--- config.mk ---
export PLATFORM = sky130hd
export DESIGN_NAME = adc_seq_fifo
export DESIGN_NICKNAME = d
export VERILOG_FILES = /design/src/rtl/adc_seq_fifo.sv
export SDC_FILE = /design/constraint.sdc
export NUM_CORES = 2
export LEC_CHECK = 0
export CAP_MARGIN = 10
export CORE_ASPECT_RATIO = 0.75
export CORE_MARGIN = 3
export CORE_UTILIZATION = 55
export DETAILED_ROUTE_END_ITERATION = 10
export DONT_BUFFER_PORTS = 1
export PLACE_DENSITY = 0.73
export RECOVER_POWER = 50
export SYNTH_ARGS = -nofsm -noshare
export SYNTH_HDL_FRONTEND = slang
export SYNTH_SLANG_ARGS = --single-unit
export TNS_END_PERCENT = 100
--- constraint.sdc ---
create_clock -name clock -period 4 [get_ports clock]
set_clock_uncertainty 0.1 [all_clocks]
set_input_delay 0.6 -clock clock [delete_from_list [all_inputs] [get_ports clock]]
set_output_delay 0.6 -clock clock [all_outputs]
set_load 0.01 [all_outputs]
--- src/rtl/adc_seq_fifo.sv ---
// Multi-channel ADC conversion sequencer with a tagged-sample FIFO behind a 4-word Avalon-MM slave.
// Cycles a channel mask, optionally pausing between conversions, in one-shot or continuous mode.
module adc_seq_fifo #(
    parameter  int DATA_W        = 12,
    parameter  int NUM_CH        = 8,
    parameter  int FIFO_DEPTH    = 256,
    parameter  int DISCARD_FIRST = 1,
    localparam int CH_W          = (NUM_CH > 1) ? $clog2(NUM_CH) : 1
) (
    input  logic              clock,
    input  logic              reset,
    input  logic [1:0]        address,
    input  logic              read,
    input  logic              write,
    input  logic [31:0]       writedata,
    output logic [31:0]       readdata,
    output logic              irq,
    output logic              adc_go,
    output logic [CH_W-1:0]   adc_ch,
    input  logic              adc_done,
    input  logic [DATA_W-1:0] adc_data
);
    localparam int AW = $clog2(FIFO_DEPTH);
    localparam int LW = AW + 1;
    localparam int FW = CH_W + DATA_W;
    localparam logic [15:0] CH_VALID = (NUM_CH >= 16) ? 16'hFFFF : 16'((32'd1 << NUM_CH) - 32'd1);

    localparam logic [2:0] S_IDLE = 3'd0;
    localparam logic [2:0] S_ARM  = 3'd1;
    localparam logic [2:0] S_REQ  = 3'd2;
    localparam logic [2:0] S_WAIT = 3'd3;
    localparam logic [2:0] S_GAP  = 3'd4;

    logic [2:0]      state_q, state_d;
    logic [CH_W-1:0] ptr_q, ptr_d, hist_q, hist_d;
    logic [15:0]     cnt_q, cnt_d, gap_q, gap_d;
    logic [15:0]     num_q, num_d, ival_q, ival_d, num_s_q, num_s_d, ival_s_q, ival_s_d;
    logic [15:0]     mask_q, mask_d, mask_s_q, mask_s_d;
    logic            disc_q, disc_d, cont_q, cont_d, irq_en_q, irq_en_d;
    logic            done_q, done_d, ovf_q, ovf_d;
    logic [31:0]     rdata_q, rdata_d;
    logic [AW-1:0]   wr_ptr_q, rd_ptr_q;
    logic [LW-1:0]   level_q;
    logic [FW-1:0]   mem_q [FIFO_DEPTH];

    logic            full, empty, pop, push, push_ok, set_done, start, abort, busy;
    logic [FW-1:0]   push_ent;
    logic [31:0]     lvl32;
    logic [15:0]     lvl16;

    function automatic logic [CH_W-1:0] lowest_ch(input logic [15:0] m);
        lowest_ch = '0;
        for (int i = NUM_CH - 1; i >= 0; i--)
            if (m[4'(i)]) lowest_ch = CH_W'(i);
    endfunction

    // Searches downward so the nearest set bit above cur wins; offset NUM_CH lands back on cur.
    function automatic logic [CH_W-1:0] next_ch(input logic [15:0] m, input logic [CH_W-1:0] cur);
        logic [3:0] j;
        next_ch = cur;
        for (int i = NUM_CH; i >= 1; i--) begin
            j = 4'((int'(cur) + i) % NUM_CH);
            if (m[j]) next_ch = CH_W'(j);
        end
    endfunction

    function automatic logic [31:0] data_word(input logic [FW-1:0] e);
        data_word = '0;
        data_word[31] = 1'b1;
        data_word[24 +: CH_W] = e[FW-1 -: CH_W];
        data_word[DATA_W-1:0] = e[DATA_W-1:0];
    endfunction

    assign full     = (level_q == LW'(FIFO_DEPTH));
    assign empty    = (level_q == '0);
    assign pop      = read && (address == 2'd3) && !empty;
    assign push_ok  = push && (!full || pop);
    assign push_ent = {((DISCARD_FIRST != 0) ? hist_q : ptr_q), adc_data};
    assign lvl32    = 32'(level_q);
    assign lvl16    = (lvl32 > 32'h0000_FFFF) ? 16'hFFFF : lvl32[15:0];
    assign busy     = (state_q != S_IDLE);
    assign start    = write && (address == 2'd0) && writedata[0];
    assign abort    = write && (address == 2'd0) && writedata[1];

    always_comb begin
        state_d  = state_q;  ptr_d    = ptr_q;    hist_d   = hist_q;   cnt_d  = cnt_q;
        gap_d    = gap_q;    disc_d   = disc_q;   num_d    = num_q;    ival_d = ival_q;
        num_s_d  = num_s_q;  ival_s_d = ival_s_q; mask_d   = mask_q;   mask_s_d = mask_s_q;
        cont_d   = cont_q;   irq_en_d = irq_en_q; done_d   = done_q;   ovf_d  = ovf_q;
        rdata_d  = '0;
        push     = 1'b0;
        set_done = 1'b0;

        if (read) begin
            case (address)
                2'd0:    rdata_d = {mask_q, 12'd0, irq_en_q, cont_q, 2'b00};
                2'd1:    rdata_d = {ival_q, num_q};
                2'd2:    rdata_d = {lvl16, 13'd0, ovf_q, busy, done_q};
                default: rdata_d = empty ? 32'd0 : data_word(mem_q[rd_ptr_q]);
            endcase
            if (address == 2'd2) begin
                done_d = 1'b0;
                ovf_d  = 1'b0;
            end
        end
        if (write && address == 2'd0) begin
            cont_d   = writedata[2];
            irq_en_d = writedata[3];
            mask_d   = writedata[31:16] & CH_VALID;
        end
        if (write && address == 2'd1) begin
            num_d  = writedata[15:0];
            ival_d = writedata[31:16];
        end

        case (state_q)
            S_IDLE: if (start) begin
                if (((writedata[31:16] & CH_VALID) != '0) && (num_q != '0)) state_d = S_ARM;
                else set_done = 1'b1;
            end
            S_ARM: begin
                cnt_d    = '0;
                ptr_d    = lowest_ch(mask_q);
                disc_d   = (DISCARD_FIRST != 0);
                num_s_d  = num_q;
                ival_s_d = ival_q;
                mask_s_d = mask_q;
                state_d  = S_REQ;
            end
            S_REQ: state_d = S_WAIT;
            S_WAIT: if (adc_done) begin
                hist_d  = ptr_q;
                ptr_d   = next_ch(mask_s_q, ptr_q);
                gap_d   = '0;
                state_d = (ival_s_q != '0) ? S_GAP : S_REQ;
                if (disc_q) begin
                    disc_d = 1'b0;
                end else begin
                    push  = 1'b1;
                    cnt_d = cnt_q + 16'd1;
                    if (cnt_q + 16'd1 == num_s_q) begin
                        if (cont_q) begin
                            cnt_d = '0;
                        end else begin
                            state_d  = S_IDLE;
                            set_done = 1'b1;
                        end
                    end
                end
            end
            S_GAP: begin
                if (gap_q == ival_s_q - 16'd1) state_d = S_REQ;
                else gap_d = gap_q + 16'd1;
            end
            default: state_d = S_IDLE;
        endcase

        // Abort wins over everything the FSM decided this cycle, including a coincident result.
        if (abort) begin
            state_d  = S_IDLE;
            push     = 1'b0;
            set_done = 1'b0;
        end
        if (set_done) done_d = 1'b1;
        if (push && full && !pop) ovf_d = 1'b1;
    end

    always_ff @(posedge clock) begin
        if (reset) begin
            state_q  <= S_IDLE; ptr_q    <= '0; hist_q   <= '0; cnt_q  <= '0;
            gap_q    <= '0;     disc_q   <= '0; num_q    <= '0; ival_q <= '0;
            num_s_q  <= '0;     ival_s_q <= '0; mask_q   <= '0; mask_s_q <= '0;
            cont_q   <= '0;     irq_en_q <= '0; done_q   <= '0; ovf_q  <= '0;
            rdata_q  <= '0;     wr_ptr_q <= '0; rd_ptr_q <= '0; level_q <= '0;
        end else begin
            state_q  <= state_d;  ptr_q    <= ptr_d;    hist_q   <= hist_d;   cnt_q  <= cnt_d;
            gap_q    <= gap_d;    disc_q   <= disc_d;   num_q    <= num_d;    ival_q <= ival_d;
            num_s_q  <= num_s_d;  ival_s_q <= ival_s_d; mask_q   <= mask_d;   mask_s_q <= mask_s_d;
            cont_q   <= cont_d;   irq_en_q <= irq_en_d; done_q   <= done_d;   ovf_q  <= ovf_d;
            rdata_q  <= rdata_d;
            if (push_ok) wr_ptr_q <= wr_ptr_q + AW'(1);
            if (pop)     rd_ptr_q <= rd_ptr_q + AW'(1);
            level_q <= level_q + LW'(push_ok) - LW'(pop);
        end
    end

    always_ff @(posedge clock) begin
        if (push_ok) mem_q[wr_ptr_q] <= push_ent;
    end

    assign readdata = rdata_q;
    assign adc_go   = (state_q == S_REQ);
    assign adc_ch   = ptr_q;
    assign irq      = irq_en_q & (done_q | ovf_q | (level_q >= LW'(FIFO_DEPTH / 2)));
endmodule

Yosys cells after proc, flatten, opt, wreduce, memory -nomap -nowiden
Memories as Yosys holds them, arrays and structs flattened. A register that Yosys moved wholly into a read port is not among the register bits.
Cells that the tools add are included.
- latch bits: 0
- logic and storage cells: 196
- output and inout port bits: 37
- register bits: 183
- bits in read-only memories: 0
- memory bits (writable): 3840
- memories kept: 1
- bits of input ports: 51
- memory list (memory ; words ; width ; rd ports ; clocked after memory_dff ; write ports ; RTL line ; source):
    mem_q ; 256 ; 15 ; 1 ; 1 ; 1 ; 44 ; logic [FW-1:0] mem_q [FIFO_DEPTH];
- order comparisons: 10
- reduce and logical (&&, ||, !) cells: 45
- bitwise logic cells: 12
- multiply operators: 0
- equal/unequal tests: 17
- shift-type cells: 0
- multiplexer cells: 76
- divide/modulo/power cells: 0
- add/subtract/negate cells: 15
- operators by type and width (kind ; number):
    $mux W16 ; 7
    $pmux W32 S3 ; 1
    $mux W3 ; 25
    $pmux W16 S2 ; 2
    $reduce_bool A16 Y1 ; 3
    $lt A4 B5 Y1 const B ; 8
    $add A16 B1 Y16 const B ; 2
    $bmux W1 S4 ; 8
    $eq A16 B16 Y1 ; 2
    $mux W32 ; 1
    $mux W1 ; 26
    $reduce_or A3 Y1 ; 8
    $add A8 B1 Y8 const B ; 2
    $gt A9 B16 Y1 const B ; 1
    $mux W8 ; 2
    $sub A16 B1 Y16 const B ; 1
    $pmux W3 S5 ; 1
    $add A3 B3 Y3 const B ; 4
    $ne A2 B2 Y1 const B ; 6
    $reduce_bool A2 Y1 ; 6
    $logic_and A1 B1 Y1 ; 10
    $add A9 B1 Y9 ; 1
    $eq A9 B9 Y1 const B ; 1
    $ge A9 B8 Y1 const B ; 1
    25 further kinds ; 46

Logic depth before layout (Yosys ltp)
- depth after elaboration: 15
- depth in mapped cells: 19
- mapped depth without buffers: 19

Worst setup path after synthesis
No wires, ideal clock.
- path kind: register -> register
- from: register hist_q[1]
- to: memory mem_q[0][13] (netlist bit) (data pin)
- setup time: 0.856 ns
- period minus slack after synthesis: 4.353 ns
- arrival: 3.397 ns
- stages on the path, launching flop included: 1
- setup slack: -0.353 ns
- required time: 3.044 ns
- path buffers: 0
- cell sequence: dfxtp_1
- RTL lines (element ; RTL line ; source):
    from (decl) ; 35 ; logic [CH_W-1:0] ptr_q, ptr_d, hist_q, hist_d;
    from (signal assigned) ; 176 ; state_q <= state_d; ptr_q <= ptr_d; hist_q <= hist_d; cnt_q <= cnt_d;
    to (decl) ; 44 ;
No word-level cell before the write port.

Worst setup path in the final report
- from: register level_q[4]
- to: memory mem_q[216][1] (netlist bit) (enable)
- word-level cells in the longest chain between the ends: 7
- elaborated cells between the ends (all ways): 9
- classes of those cells: eq/ne (1); mux (2); reduce/logical (6)
- RTL lines (element ; RTL line ; source):
    from (decl) ; 43 ; logic [LW-1:0] level_q;
    from (signal assigned) ; 183 ; level_q <= level_q + LW'(push_ok) - LW'(pop);
    $logic_not A9 Y1 ; 75 ; assign empty = (level_q == '0);
    $logic_not A1 Y1 ; 76 ; assign pop = read && (address == 2'd3) && !empty;
    $logic_and A1 B1 Y1 ; 76 ;
    $logic_or A1 B1 Y1 * ; 77 ; assign push_ok = push && (!full || pop);
    $logic_and A1 B1 Y1 * ; 77 ;
    $mux W1 * ; 188 ; if (push_ok) mem_q[wr_ptr_q] <= push_ent;
    $mux W1 (implied by the code) * ; 188 ;
Mark *: on every way between the ends. The rest lies on a longest branch, timed or not.

==> impl_results.md <==
- Syn Inst Count: 7,532
- Syn Area/Cell: about 21 sq um
- Via count: approximately 80k
- XOR/XNOR Fraction of Synth Area: less than 1%
- Startpoint types: flop
- Maximum buffer depth of the clock tree: 4
- Primary FF master, synth: edfxtp_1
- Fmax: roughly 270 MHz
- Period utilization: about 94%
- WP data arrival: ~4.3 ns
- Comb power frac: under 10%
- Cell type with the highest aggregate area in the netlist: edfxtp_1
- Most frequent cells in the layout: edfxtp_1, mux4_2, buf_4
- Sw power: 17.6 mW
- Outcome: finished with violations
- Hold Crit Class: input port to flop
- Worst skew pair latency: approximately 0.9 ns
- Core area: between 0.2 and 0.3 sq mm
- Ys Warns: 0
- Adder-cell share of the synthesized area: less than 1%
- Synth unique cells: 73
- Final worst slack: 0.228 ns
- Critical Path RT: 4.47 ns
- Row count: 168
- Max VDD drop: ~0.49 mV
- I/O pin count: 88
- Mux cell area share after synthesis: 16.0%
- Seq/Total Area, Yosys: 76.1%
- FFs w/ async S/R, synth: 0%
- Initial Util: around 56%
- Setup CP Type: flop to flop
- Height of the die: 468 um
- CP endpoint kind: flop
- Switching Fraction: slightly above 20%
- Most common library cell in the layout ignoring fill and taps: edfxtp_1
- # hold bufs at CTS: 75
- Synth Register Bits: about 4k
- Post-synth EDFFs: roughly 3.8k
- DRC violations left: 0
- CTS tree: done
- Drt first-iter violations: ~14k
- Setup Viol. Count Final: 0
- CTS sink cnt: just over 4k
- Clock-pin slew on the worst setup and hold paths: 0.06 ns
- Initial antenna violation count: 18
- Worst Tran Pin Value: ~4.2 ns
- 1st-pass router iterations: 6
- PwrDens: between 400 and 500 mW/mm^2
- Max_cap viols: 29
- Synth Cell Area: about 0.16 sq mm
- Wire per inst: 34.9 um
- Vias in the first global route: roughly 80k
- Fin crit period: between 3 and 4 ns
- Cell Int Power: 67.1 mW
- Cts bufs inserted: approximately 360
- Clock power frac: about 41%
- Main combinational cell family by area after synthesis: multiplexers
- DP Worst Slack: 0.157 ns
- Hpwl dp: approximately 250,000 um
- First-pass GRT wire length: between 600,000 and 700,000 um
- Final ANT Viol Nets: 0
- # resized after CTS: 0
- Failing checks: max-capacitance violations, max-slew violations
- Sequential Power Share: 54.6%
- Leakage: 56.4 nW
- Setup TNS: 0 ns
- Die X: 622 um
- Synth Area in Compound Gates: 3.20%
- Vias per cell: around 6.8
- Largest cells by area after synthesis: edfxtp_1, mux4_2, dfxtp_1, mux2i_1, nor2_1
- Setup repair bufs after CTS: 0
- Yosys top cell area share: roughly three quarters
- Area delta synth->final: 12.9%
- Fin. max-slew vios: 3,112
- Final #Nets: 8,203
- Synth Area in Simple Gates: about 2.6%
- GPL Wtd Cong: ~0.93
- Largest net degree at the start of global routing: between 200 and 300
- Crit Path Max Fanout: 15
- RSZ-0062 raised after global routing: no
- CTS root buf: clkbuf_16
- Hold WS: 0.0680 ns
- GR Overflow Total: 0
- Total Power: 84.7 mW
- Synthesized Nets: between 7k and 8k
- Final-layout fill cell count: 18.4k
- Slew margin rel.: -179%
- H-tree levels: 5
- Port Buffers: 0
- Final Hold Vio Count: 0
- Die footprint: a little under 0.3 sq mm
- Final WL: 425,000 um
- Ratio of cells with drive above 1 in the final layout: 25.6%
- GRT Total Usage: between 20% and 30%
cells by family (layout without fill, tap and decap cells):
| logic type | after synthesis | in the layout |
|---|---|---|
| compound gates | 728 | 728 |
| simple gates | 939 | 939 |
| fa+ha+maj | 24 | 24 |
| flops | 4031 | 4031 |
| other cells | 0 | 6 |
| xor+xnor | 65 | 65 |
| mux | 1262 | 1262 |
| buf+inv | 483 | 1368 |
area by class of cell:
| cell class | instances | area [sq um] | share of cell area (%) |
|---|---|---|---|
| clock inverters | 202 | 1960 | 1.11 |
| flip-flops and latches | 4031 | 119000 | 67.4 |
| well taps | 3740 | 4680 | 2.65 |
| multi-input cells | 3018 | 35200 | 19.9 |
| inverters | 40 | 158 | 0.0892 |
| diodes | 6 | 15.0 | 0.00850 |
| clock buffers | 448 | 9580 | 5.42 |
| repair buffers | 678 | 6010 | 3.40 |
synth_stat cells, types with 43 or more instances:
| cell | instances |
|---|---|
| edfxtp_1 | 3840 |
| mux4_2 | 993 |
| nor2_1 | 350 |
| nand2_1 | 337 |
| mux2i_1 | 263 |
| clkbuf_1 | 231 |
| a21oi_1 | 216 |
| dfxtp_1 | 191 |
| o221ai_1 | 97 |
| buf_2 | 94 |
| a22oi_1 | 92 |
| buf_4 | 69 |
| o22ai_1 | 63 |
| o21ai_0 | 55 |
| nand3_1 | 43 |
power by group through the flow:
stage | Combinational, mW | Clock, mW | Sequential, mW
after floorplan | 2.46 | 0 | 47.0
after global placement | 3.29 | 0 | 47.1
after detailed placement | 3.31 | 0 | 47.1
after CTS | 4.05 | 34.8 | 46.2
after global routing | 4.25 | 36.5 | 46.2
final | 3.98 | 34.5 | 46.2
per-stage QoR:
step,util [%],instances,area [sq um]
after floorplan,-,7532,157000
after global placement,58.5,11400,165000
after detailed placement,58.5,11400,165000
after CTS,63.0,12200,177000
after global routing,62.8,12200,177000
final,62.8,12200,177000
worst max-delay path: stages, from the launching register on:
cell,delay (ns)
dfxtp_1,0.35
inv_1,0.08
ha_1,0.22
nand2b_1,0.09
nor3_1,0.08
a311oi_2,0.31
inv_1,0.11
buf_4,0.18
nor3b_1,0.39
nand2_1,0.60
buf_4,0.44
nor2_1,0.12
buf_4,0.34
metal layers:
| metal | wire (um) | vias to the layer above | global-route usage, % |
|---|---|---|---|
| met4 | 17500 | 6 | 10.2 |
| met2 | 187000 | 6049 | 42.0 |
| met3 | 61900 | 799 | 8.25 |
| met5 | 34 | - | 0 |
| li1 | - | 32600 | - |
| met1 | 159000 | 43000 | 43.4 |
sequential cells by signal (all words and copies together) (netlist names), 9 cells and up, named ones only:
name,count
cnt_q,16
num_s_q,16
num_q,16
level_q,9
ival_q,16
gap_q,16
mem_q,3840
readdata,32
ival_s_q,16
worst paths after layout:
| path | from | endpoint | slack [ns] | cells after the start |
|---|---|---|---|---|
| min reg2reg | num_s_q[14]$_SDFFE_PP0N_ | num_s_q[14]$_SDFFE_PP0N_ | 0.37 | 2 |
| max reg2reg | level_q[4]$_SDFF_PP0_ | mem_q[216][1]$_DFFE_PP_ | 0.23 | 12 |
| min | address[0] | readdata[18]$_SDFF_PP0_ | 0.07 | 4 |
| max | level_q[4]$_SDFF_PP0_ | mem_q[216][1]$_DFFE_PP_ | 0.23 | 12 |
Note: power is estimated with default switching activity, not from simulation.
